File: config.mk
export PLATFORM = sky130hd
export DESIGN_NAME = opb_register_bank_simulink2ppc_flat
export DESIGN_NICKNAME = d
export VERILOG_FILES = /design/src/rtl/opb_register_bank_simulink2ppc_pkg.sv /design/src/rtl/opb_register_bank_simulink2ppc_if.sv /design/src/rtl/opb_register_bank_simulink2ppc_decode.sv /design/src/rtl/opb_register_bank_simulink2ppc.sv /design/src/flat_wrapper.sv
export SDC_FILE = /design/constraint.sdc
export NUM_CORES = 1
export LEC_CHECK = 0
export ABC_AREA = 1
export CORE_MARGIN = 3
export CORE_UTILIZATION = 35
export DETAILED_ROUTE_END_ITERATION = 10
export DONT_BUFFER_PORTS = 1
export PLACE_DENSITY_LB_ADDON = 0.25
export SYNTH_ARGS = -nofsm -noshare
export SYNTH_HDL_FRONTEND = slang
export SYNTH_HIERARCHICAL = 1
export SYNTH_SLANG_ARGS = --single-unit
File: constraint.sdc
create_clock -name OPB_Clk -period 4.7 [get_ports OPB_Clk]
set_clock_uncertainty 0.2 [all_clocks]
set_input_delay 0.94 -clock OPB_Clk [delete_from_list [all_inputs] [get_ports OPB_Clk]]
set_output_delay 0.94 -clock OPB_Clk [all_outputs]
set_load 0.03 [all_outputs]
File: src/rtl/opb_register_bank_simulink2ppc_pkg.sv
// Shared constants for the OPB register bank: CTRL layout, offsets and mode encoding.
// Also provides the CTRL read-value packer used by the read mux.
package opb_regbank_pkg;

    localparam int CTRL_OFFSET      = 0;
    localparam int CHAN_BASE_OFFSET = 1;

    localparam int SNAP_BIT  = 0;
    localparam int MODE_BIT  = 1;
    localparam int COUNT_LSB = 16;
    localparam int COUNT_W   = 16;

    typedef enum logic {
        MODE_LIVE = 1'b0,
        MODE_SNAP = 1'b1
    } mode_e;

    // SNAP_REQ always reads back as 0; only MODE and the count are visible.
    function automatic logic [31:0] ctrl_word(input logic [COUNT_W-1:0] count, input mode_e mode);
        logic [31:0] w;
        w = '0;
        w[COUNT_LSB +: COUNT_W] = count;
        w[MODE_BIT] = mode;
        return w;
    endfunction

endpackage

File: src/rtl/opb_register_bank_simulink2ppc_if.sv
// OPB slave bundle: master drives address/data/control, slave returns read data and acks.
// Bit 0 is the MSB on every vector, matching OPB big-endian numbering.
interface opb_register_bank_simulink2ppc_if;
    logic [0:31] OPB_ABus;
    logic [0:3]  OPB_BE;
    logic [0:31] OPB_DBus;
    logic        OPB_RNW;
    logic        OPB_select;
    logic        OPB_seqAddr;
    logic [0:31] Sl_DBus;
    logic        Sl_xferAck;
    logic        Sl_errAck;
    logic        Sl_retry;
    logic        Sl_toutSup;

    modport master (
        output OPB_ABus, OPB_BE, OPB_DBus, OPB_RNW, OPB_select, OPB_seqAddr,
        input  Sl_DBus, Sl_xferAck, Sl_errAck, Sl_retry, Sl_toutSup
    );

    modport slave (
        input  OPB_ABus, OPB_BE, OPB_DBus, OPB_RNW, OPB_select, OPB_seqAddr,
        output Sl_DBus, Sl_xferAck, Sl_errAck, Sl_retry, Sl_toutSup
    );
endinterface

File: src/rtl/opb_register_bank_simulink2ppc_decode.sv
// Generic OPB slave decode: window hit, word offset, one-shot ack and BE-qualified strobes.
// Ack is registered one cycle after the hit; the master holds the bus until ack, no stall beyond that.
module opb_slave_decode #(
    parameter int                      C_OPB_AWIDTH = 32,
    parameter logic [C_OPB_AWIDTH-1:0] C_BASEADDR   = 32'h01002200,
    parameter logic [C_OPB_AWIDTH-1:0] C_HIGHADDR   = 32'h010022FF
) (
    input  logic                    clk,
    input  logic                    rst_n,
    input  logic [C_OPB_AWIDTH-1:2] word_addr_i,
    input  logic                    select_i,
    input  logic                    rnw_i,
    input  logic [0:3]              be_i,
    output logic [C_OPB_AWIDTH-3:0] offset_o,
    output logic                    rd_stb_o,
    output logic [0:3]              wr_be_o,
    output logic                    ack_o
);

    localparam logic [C_OPB_AWIDTH-1:2] BASE_W = C_BASEADDR[C_OPB_AWIDTH-1:2];
    localparam logic [C_OPB_AWIDTH-1:2] HIGH_W = C_HIGHADDR[C_OPB_AWIDTH-1:2];

    logic hit;
    logic ack_q, ack_d;

    assign hit      = select_i && (word_addr_i >= BASE_W) && (word_addr_i <= HIGH_W);
    assign offset_o = word_addr_i - BASE_W;

    // Serving only when ack_q is low keeps a held select from being acked twice.
    assign ack_d    = hit && !ack_q;
    assign rd_stb_o = ack_d && rnw_i;
    assign wr_be_o  = {4{ack_d && !rnw_i}} & be_i;
    assign ack_o    = ack_q;

    always_ff @(posedge clk) begin
        if (!rst_n) begin
            ack_q <= 1'b0;
        end else begin
            ack_q <= ack_d;
        end
    end

endmodule

File: src/rtl/opb_register_bank_simulink2ppc.sv
// N_CHAN read-only shadow words plus CTRL over OPB, with LIVE tracking or atomic SNAPSHOT capture.
// Read data and ack one cycle after the hit; never stalls; Sl_DBus is zero outside the ack cycle.
module opb_register_bank_simulink2ppc
    import opb_regbank_pkg::*;
#(
    parameter logic [31:0] C_BASEADDR   = 32'h01002200,
    parameter logic [31:0] C_HIGHADDR   = 32'h010022FF,
    parameter int          C_OPB_AWIDTH = 32,
    parameter int          C_OPB_DWIDTH = 32,
    parameter int          N_CHAN       = 4,
    parameter              C_FAMILY     = "virtex6"
) (
    input  logic                       OPB_Clk,
    input  logic                       OPB_Rst_n,
    opb_register_bank_simulink2ppc_if.slave bus,
    input  logic [N_CHAN*32-1:0]       user_data_in,
    input  logic                       user_capture,
    output logic                       capture_done
);

    localparam int OFF_W = C_OPB_AWIDTH - 2;

    logic [OFF_W-1:0]   offset;
    logic               rd_stb;
    logic [0:3]         wr_be;
    logic               ack;
    logic               ctrl_wr, snap_req, capture;

    logic [31:0]        shadow_q [N_CHAN];
    logic [31:0]        shadow_d [N_CHAN];
    mode_e              mode_q, mode_d;
    logic [COUNT_W-1:0] count_q, count_d;
    logic               done_q;
    logic [31:0]        dbus_q, dbus_d;
    logic [31:0]        rdata;
    logic               unused_bits;

    opb_slave_decode #(
        .C_OPB_AWIDTH (C_OPB_AWIDTH),
        .C_BASEADDR   (C_BASEADDR),
        .C_HIGHADDR   (C_HIGHADDR)
    ) u_decode (
        .clk         (OPB_Clk),
        .rst_n       (OPB_Rst_n),
        .word_addr_i (bus.OPB_ABus[0:29]),
        .select_i    (bus.OPB_select),
        .rnw_i       (bus.OPB_RNW),
        .be_i        (bus.OPB_BE),
        .offset_o    (offset),
        .rd_stb_o    (rd_stb),
        .wr_be_o     (wr_be),
        .ack_o       (ack)
    );

    // CTRL's live bits all sit in the least-significant byte lane (BE[3], DBus[24:31]).
    assign ctrl_wr  = wr_be[3] && (offset == OFF_W'(CTRL_OFFSET));
    assign snap_req = ctrl_wr && bus.OPB_DBus[31 - SNAP_BIT];
    assign capture  = (mode_q == MODE_SNAP) && (user_capture || snap_req);

    always_comb begin
        mode_d  = mode_q;
        count_d = count_q + COUNT_W'(capture);
        if (ctrl_wr) begin
            mode_d = mode_e'(bus.OPB_DBus[31 - MODE_BIT]);
        end
        for (int k = 0; k < N_CHAN; k++) begin
            shadow_d[k] = shadow_q[k];
            if (mode_q == MODE_LIVE || capture) begin
                shadow_d[k] = user_data_in[32*k +: 32];
            end
        end
    end

    // Reads see register state as it stood in the hit cycle, before any same-edge capture.
    always_comb begin
        rdata = '0;
        if (offset == OFF_W'(CTRL_OFFSET)) begin
            rdata = ctrl_word(count_q, mode_q);
        end
        for (int k = 0; k < N_CHAN; k++) begin
            if (offset == OFF_W'(CHAN_BASE_OFFSET + k)) begin
                rdata = shadow_q[k];
            end
        end
        dbus_d = rd_stb ? rdata : '0;
    end

    always_ff @(posedge OPB_Clk) begin
        if (!OPB_Rst_n) begin
            for (int k = 0; k < N_CHAN; k++) begin
                shadow_q[k] <= '0;
            end
            mode_q  <= MODE_LIVE;
            count_q <= '0;
            done_q  <= 1'b0;
            dbus_q  <= '0;
        end else begin
            for (int k = 0; k < N_CHAN; k++) begin
                shadow_q[k] <= shadow_d[k];
            end
            mode_q  <= mode_d;
            count_q <= count_d;
            done_q  <= capture;
            dbus_q  <= dbus_d;
        end
    end

    assign bus.Sl_DBus    = dbus_q;
    assign bus.Sl_xferAck = ack;
    assign bus.Sl_errAck  = 1'b0;
    assign bus.Sl_retry   = 1'b0;
    assign bus.Sl_toutSup = 1'b0;
    assign capture_done   = done_q;

    assign unused_bits = ^{bus.OPB_seqAddr, bus.OPB_ABus[30:31], bus.OPB_DBus[0:29],
                           wr_be[0:2], C_OPB_DWIDTH, C_FAMILY};

endmodule

File: src/flat_wrapper.sv
// flat-port wrapper written by rule: the top's interface ports become plain ports
module opb_register_bank_simulink2ppc_flat import opb_regbank_pkg::*;
#(
    parameter logic [31:0] C_BASEADDR   = 32'h01002200,
    parameter logic [31:0] C_HIGHADDR   = 32'h010022FF,
    parameter int          C_OPB_AWIDTH = 32,
    parameter int          C_OPB_DWIDTH = 32,
    parameter int          N_CHAN       = 4,
    parameter              C_FAMILY     = "       "
)
  (OPB_Clk, OPB_Rst_n, user_data_in, user_capture, capture_done, bus_OPB_ABus, bus_OPB_BE, bus_OPB_DBus, bus_OPB_RNW, bus_OPB_select, bus_OPB_seqAddr, bus_Sl_DBus, bus_Sl_xferAck, bus_Sl_errAck, bus_Sl_retry, bus_Sl_toutSup);
  opb_register_bank_simulink2ppc_if bus_i ();
  input  logic OPB_Clk;
  input  logic OPB_Rst_n;
  input  logic [N_CHAN*32-1:0] user_data_in;
  input  logic user_capture;
  output logic capture_done;
  input wire logic [$bits(bus_i.OPB_ABus)-1:0] bus_OPB_ABus;
  input wire logic [$bits(bus_i.OPB_BE)-1:0] bus_OPB_BE;
  input wire logic [$bits(bus_i.OPB_DBus)-1:0] bus_OPB_DBus;
  input wire logic [$bits(bus_i.OPB_RNW)-1:0] bus_OPB_RNW;
  input wire logic [$bits(bus_i.OPB_select)-1:0] bus_OPB_select;
  input wire logic [$bits(bus_i.OPB_seqAddr)-1:0] bus_OPB_seqAddr;
  output wire logic [$bits(bus_i.Sl_DBus)-1:0] bus_Sl_DBus;
  output wire logic [$bits(bus_i.Sl_xferAck)-1:0] bus_Sl_xferAck;
  output wire logic [$bits(bus_i.Sl_errAck)-1:0] bus_Sl_errAck;
  output wire logic [$bits(bus_i.Sl_retry)-1:0] bus_Sl_retry;
  output wire logic [$bits(bus_i.Sl_toutSup)-1:0] bus_Sl_toutSup;
  assign bus_i.OPB_ABus = bus_OPB_ABus;
  assign bus_i.OPB_BE = bus_OPB_BE;
  assign bus_i.OPB_DBus = bus_OPB_DBus;
  assign bus_i.OPB_RNW = bus_OPB_RNW;
  assign bus_i.OPB_select = bus_OPB_select;
  assign bus_i.OPB_seqAddr = bus_OPB_seqAddr;
  assign bus_Sl_DBus = bus_i.Sl_DBus;
  assign bus_Sl_xferAck = bus_i.Sl_xferAck;
  assign bus_Sl_errAck = bus_i.Sl_errAck;
  assign bus_Sl_retry = bus_i.Sl_retry;
  assign bus_Sl_toutSup = bus_i.Sl_toutSup;
  opb_register_bank_simulink2ppc #(.C_BASEADDR(C_BASEADDR), .C_HIGHADDR(C_HIGHADDR), .C_OPB_AWIDTH(C_OPB_AWIDTH), .C_OPB_DWIDTH(C_OPB_DWIDTH), .N_CHAN(N_CHAN), .C_FAMILY(C_FAMILY)) u_core (.OPB_Clk(OPB_Clk), .OPB_Rst_n(OPB_Rst_n), .bus(bus_i), .user_data_in(user_data_in), .user_capture(user_capture), .capture_done(capture_done));
endmodule
## Word-level counts from Yosys, hierarchy flattened

Memories as Yosys holds them, arrays and structs flattened.
Cells that the tools add are included.

- $add $sub $neg: 2
- Multipliers: 0
- Divide/modulo/power cells: 0
- Order comparisons: 2
- Eq/ne operators: 4
- Shift operators: 0
- Multiplexer cells: 15
- Bitwise operators: 6
- Reductions and logical operators: 14

Operators with widths:

| cell | number |
|---|---|
| $mux 32 | 13 |
| $eq 30x2->1 const B | 2 |
| $eq 30x1->1 const B | 1 |
| $eq 30x3->1 const B | 1 |
| $ge 30x23->1 const B | 1 |
| $le 30x23->1 const B | 1 |
| $logic_not 30->1 | 1 |
| $sub 30x23->30 const B | 1 |
| $add 16x1->16 | 1 |
| $logic_and 1x1->1 | 8 |
| $or 1x1->1 | 4 |
| $logic_not 1->1 | 2 |
| $logic_or 1x1->1 | 2 |
| $mux 1 | 2 |
| $reduce_and 2->1 | 1 |
| $and 1x1->1 | 1 |
| $not 1->1 | 1 |

- Bits in registers: 51
- Bits in latches: 0
- RAM bits: 128
- Memory bits (read-only): 0
- Bits of input ports: 202
- Output and inout port bits: 37
- Logic and storage cells: 49
- Memories kept: 1

Memory list:

| name | words | width | rd ports | clocked after Yosys merged registers in | write ports | RTL line | RTL |
|---|---|---|---|---|---|---|---|
| u_core.shadow_q | 4 | 32 | 4 | 0 | 4 | opb_register_bank_simulink2ppc.sv:29 | `logic [31:0] shadow_q [N_CHAN];` |

## Longest topological paths before layout

- Depth in word-level cells: 13
- Mapped depth: 27
- Mapped depth without buffers: 27

## Hierarchy

The synthesis kept the hierarchy.

Modules (own cells, without submodules):

| module | times used | cells an instance | area each (um2) | sequential area each (um2) |
|---|---|---|---|---|
| opb_register_bank_simulink2ppc | 1 | 1335 | 8464.4 | 3563.4 |
| opb_slave_decode | 1 | 163 | 877.1 | 20.0 |

## Worst setup path after synthesis

No wires, ideal clock.

- Kind: input-to-reg
- Start point: input port bus_OPB_ABus[9]
- End point: register u_core.count_q[14]
- Library setup time: 0.122 ns
- Data arrival time: 4.064 ns
- Required time: 4.378 ns
- Slack: 0.315 ns
- Cell stages on the path: 26
- Path buffers: 0
- Path through: inv_1 > ha_1 > nand3_2 > a21oi_1 > nand2_1 > o21ai_2 > nand2_1 > xor2_1 > or2_1 > nor2_2 > nand2_4 > nor2_8 > nand3_2 > nand2_1 > inv_1 > nor2_1 > ha_1 > ha_1 > nand2_1 > inv_1 > nand2_1 > nor2_1 > nand3_1 > nor3_1 > nand2_1 > nor3b_1

- Elaborated cells on any way between the ends: 14
- Those cells by class: add/sub (2); order compare (2); bitwise (1); reduce/logical (9)

RTL lines:

| what | RTL line | RTL |
|---|---|---|
| start, declared | flat_wrapper.sv:18 | `input wire logic [$bits(bus_i.OPB_ABus)-1:0] bus_OPB_ABus;` |
| $sub 30x23->30 | opb_register_bank_simulink2ppc_decode.sv:27 | `assign offset_o = word_addr_i - BASE_W;` |
| named net u_core.offset[29] | opb_register_bank_simulink2ppc.sv:23 | `logic [OFF_W-1:0] offset;` |
| $logic_not 30->1 | opb_register_bank_simulink2ppc.sv:56 | `assign ctrl_wr = wr_be[3] && (offset == OFF_W'(CTRL_OFFSET));` |
| $logic_and 1x1->1 | opb_register_bank_simulink2ppc.sv:56 |  |
| $logic_and 1x1->1 | opb_register_bank_simulink2ppc.sv:57 | `assign snap_req = ctrl_wr && bus.OPB_DBus[31 - SNAP_BIT];` |
| $logic_or 1x1->1 | opb_register_bank_simulink2ppc.sv:58 | `assign capture = (mode_q == MODE_SNAP) && (user_capture \|\| snap_req);` |
| $logic_and 1x1->1 | opb_register_bank_simulink2ppc.sv:58 |  |
| named net u_core.capture | opb_register_bank_simulink2ppc.sv:27 | `logic ctrl_wr, snap_req, capture;` |
| $add 16x1->16 | opb_register_bank_simulink2ppc.sv:62 | `count_d = count_q + COUNT_W'(capture);` |
| end signal, assigned | opb_register_bank_simulink2ppc.sv:102 | `count_q <= count_d;` |
| end, declared | opb_register_bank_simulink2ppc.sv:32 | `logic [COUNT_W-1:0] count_q, count_d;` |

The timed path passes the listed nets, and every way through them passes these cells.
A chain may end at the register's enable or synchronous reset.

## Final worst setup path

Ends and elaborated chain as after synthesis.

==> run_results.csv <==
group,metric,value,unit
sta,fin_tns_setup,0,ns
clock_tree,clk_path_buf_depth,2,
critical_path,r2r-end,"u_core/count_q[14]$_SDFF_PN0_",
clock_tree,cts_setup_buffers,0,
place,dp_hpwl,17.8,mm
critical_path,start_kind,"input pin",
critical_path,crit_path_end_kind,"flip-flop",
layout,final_area,10000,sq um
layout,area_growth,7.26,%
status,outcome,"finished clean",
sta,fmax,0.230,GHz
place,gp_congestion,0.832,
layout,antenna_cells,0,
worst_hold_path,hold_class,"reg2reg",
die,initial_core_util,35.7,%
power,p_comb_share,5.3,%
clock_tree,clk_latency,0.43,ns
sta,hold_viol,0,
routing,drtIter0Drc,519,
sta,setup_violations,0,
place,placed_cell_area,9390,sq um
die,die_height,169,um
critical_path,timing.rr.start,"u_core/u_decode/ack_o$_SDFF_PN0_",
power,switching_share,24.8,%
clock_tree,tritoncts,"done",
grt,grt_overflow,0,
clock_tree,cts.sinks,179,
critical_path,ff2ff_path_depth,19,
power,p_leak,5.41,nW
layout,fin_nets,1659,
die,dieArea,28600,sq um
power,pwr-share-clk,45.5,%
clock_tree,ctsResizeCount,0,
die,ios,239,
run,max_cap_viol_count,0,
sta,grt_setup_unrepaired,"no",
die,rows,59,
routing,wirelength,24.8,mm
die,die_w,169,um
routing,avgRoutedWirePerCell,13.8,um
sta,relSlewSlack,53.9,%
routing,drt.antenna.violating_nets,0,
grt,antenna_found_initial,0,
critical_path,crit_path_max_fanout,4,
routing,drcViolationCount,0,
sta,slew_violations,0,
power,pwr-share-seq,49.2,%
clock_tree,numCtsBuffers,17,
power,pwr_density_cell,326,nW/um^2
critical_path,rrSetupSlack,1.68,ns
sta,period_share,92.6,%
critical_path,crit_end,"u_core/count_q[14]$_SDFF_PN0_",
routing,drt-pass1-iter-count,4,
critical_path,critPathLaunch,"bus_OPB_ABus[9]",
layout,drive_gt1_share,5.52,%
synth,syn_avg_cell_area,6.25,sq um
grt,track_usage,17.3,%
routing,avgViaCountPerCell,4.51,
grt,grt_max_degree,143,
layout,fin_util,38.3,%
clock_tree,hold_buffers,0,
clock_tree,cts_root_buffer,"clkbuf_16",
sta,holdWs,0.277,ns
clock_tree,cts_max_level,4,
grt,grt_pass1_wl,39.6,mm
critical_path,critical_path_class,"in2reg",
sta,worstMarginPinSlew,0.691,ns
routing,via_count,8128,
layout,n_fill_cell,2940,
critical_path,cp.required,4.84,ns
power,p_switching,809,uW
synth,synth_area,9320,sq um
place,port_buffers,0,
clock_tree,clk_pin_slew,0.07,ns
grt,grt_pass1_vias,7697,
power,total_power,3.26,mW
synth,ys.warnings.count,6,
worst_hold_path,min_delay_path_depth,2,
die,core_area,26100,sq um
power,vdd_drop_max,0.000245,V
power,internal_power,2.45,mW
synth,postSynthCellCount,1492,
sta,min_period,4.35,ns
critical_path,crit_arrival,4.49,ns
[registers in the layout (all words and copies together) (netlist names)]
signal and cells:
u_core/bus.Sl_DBus 32, u_core/capture_done 1, u_core/count_q 16, u_core/mode_q 1, u_core/shadow_q 128, u_core/u_decode/ack_o 1
[power by group through the flow]
stage / Sequential, mW / Clock, mW / Combinational, mW
2_1_floorplan: 1.63 / 0 / 0.163
3_3_place_gp: 1.64 / 0 / 0.170
3_5_place_dp: 1.64 / 0 / 0.172
4_1_cts: 1.61 / 1.53 / 0.173
6_report: 1.61 / 1.49 / 0.171
5_1_grt: 1.61 / 1.59 / 0.205
[cell usage in the layout, fill, tap and decap left out, types with 6 or more instances in the layout]
master     count
nor3_1        12
buf_4         13
inv_6          6
inv_1        232
nor2_1       313
nand3_1       53
xor2_1        22
nand4_1        8
o21ai_0       16
o21ai_1       21
dfxtp_1      179
a21oi_1       81
clkbuf_16     17
nand2_1      437
nor2_2         9
[layout make-up]
| cell class | instances | area (sq um) | area share, % |
|---|---|---|---|
| multi-input cells | 1003 | 4320 | 43.2 |
| inverters | 236 | 886 | 8.86 |
| well taps | 335 | 419 | 4.19 |
| clock inverters | 15 | 181 | 1.81 |
| flip-flops and latches | 179 | 3580 | 35.8 |
| clock buffers | 17 | 425 | 4.26 |
| repair buffers | 17 | 178 | 1.78 |
[how the worst min path moves through the flow]
stage                                              from                             endpoint  slack (ns)
floorplan           u_core/shadow_q[3][14]$_SDFFE_PN0P_    u_core/bus.Sl_DBus[17]$_SDFF_PN0_        0.25
global placement    u_core/shadow_q[3][21]$_SDFFE_PN0P_  u_core/shadow_q[3][21]$_SDFFE_PN0P_        0.26
detailed placement  u_core/shadow_q[3][24]$_SDFFE_PN0P_  u_core/shadow_q[3][24]$_SDFFE_PN0P_        0.27
CTS                  u_core/shadow_q[3][0]$_SDFFE_PN0P_    u_core/bus.Sl_DBus[31]$_SDFF_PN0_        0.27
global route         u_core/shadow_q[3][0]$_SDFFE_PN0P_    u_core/bus.Sl_DBus[31]$_SDFF_PN0_        0.30
finish               u_core/shadow_q[3][0]$_SDFFE_PN0P_    u_core/bus.Sl_DBus[31]$_SDFF_PN0_        0.28
[critical path, stage by stage]
cell,delay [ns]
inv_1,0.08
ha_1,0.21
nand3_2,0.12
a21oi_1,0.23
nand2_1,0.18
o21ai_2,0.19
nand2_1,0.08
xor2_1,0.14
or2_1,0.23
nor2_2,0.19
nand2_4,0.09
nor2_8,0.13
nand3_2,0.08
nand2_1,0.07
inv_1,0.04
nor2_1,0.09
ha_1,0.19
ha_1,0.17
nand2_1,0.06
inv_1,0.07
nand2_1,0.08
nor2_1,0.17
nand3_1,0.16
nor3_1,0.22
nor2_1,0.07
nor3b_1,0.19
[metal layers]
metal	track usage [%]	up-vias	wire (um)
met1	22.3	3588	11100
met3	3.40	20	994
li1	-	4345	-
met4	3.84	0	322
met5	0	-	0
met2	30.1	175	12300
[through the flow]
| step | worst slack [ns] | instances |
|---|---|---|
| floorplan | 0.315 | 1494 |
| global placement | 0.0959 | 1770 |
| detailed placement | -0.0421 | 1770 |
| CTS | 0.391 | 1802 |
| global route | 0.0534 | 1802 |
| finish | 0.350 | 1802 |
(Power assumes the default switching activity.)
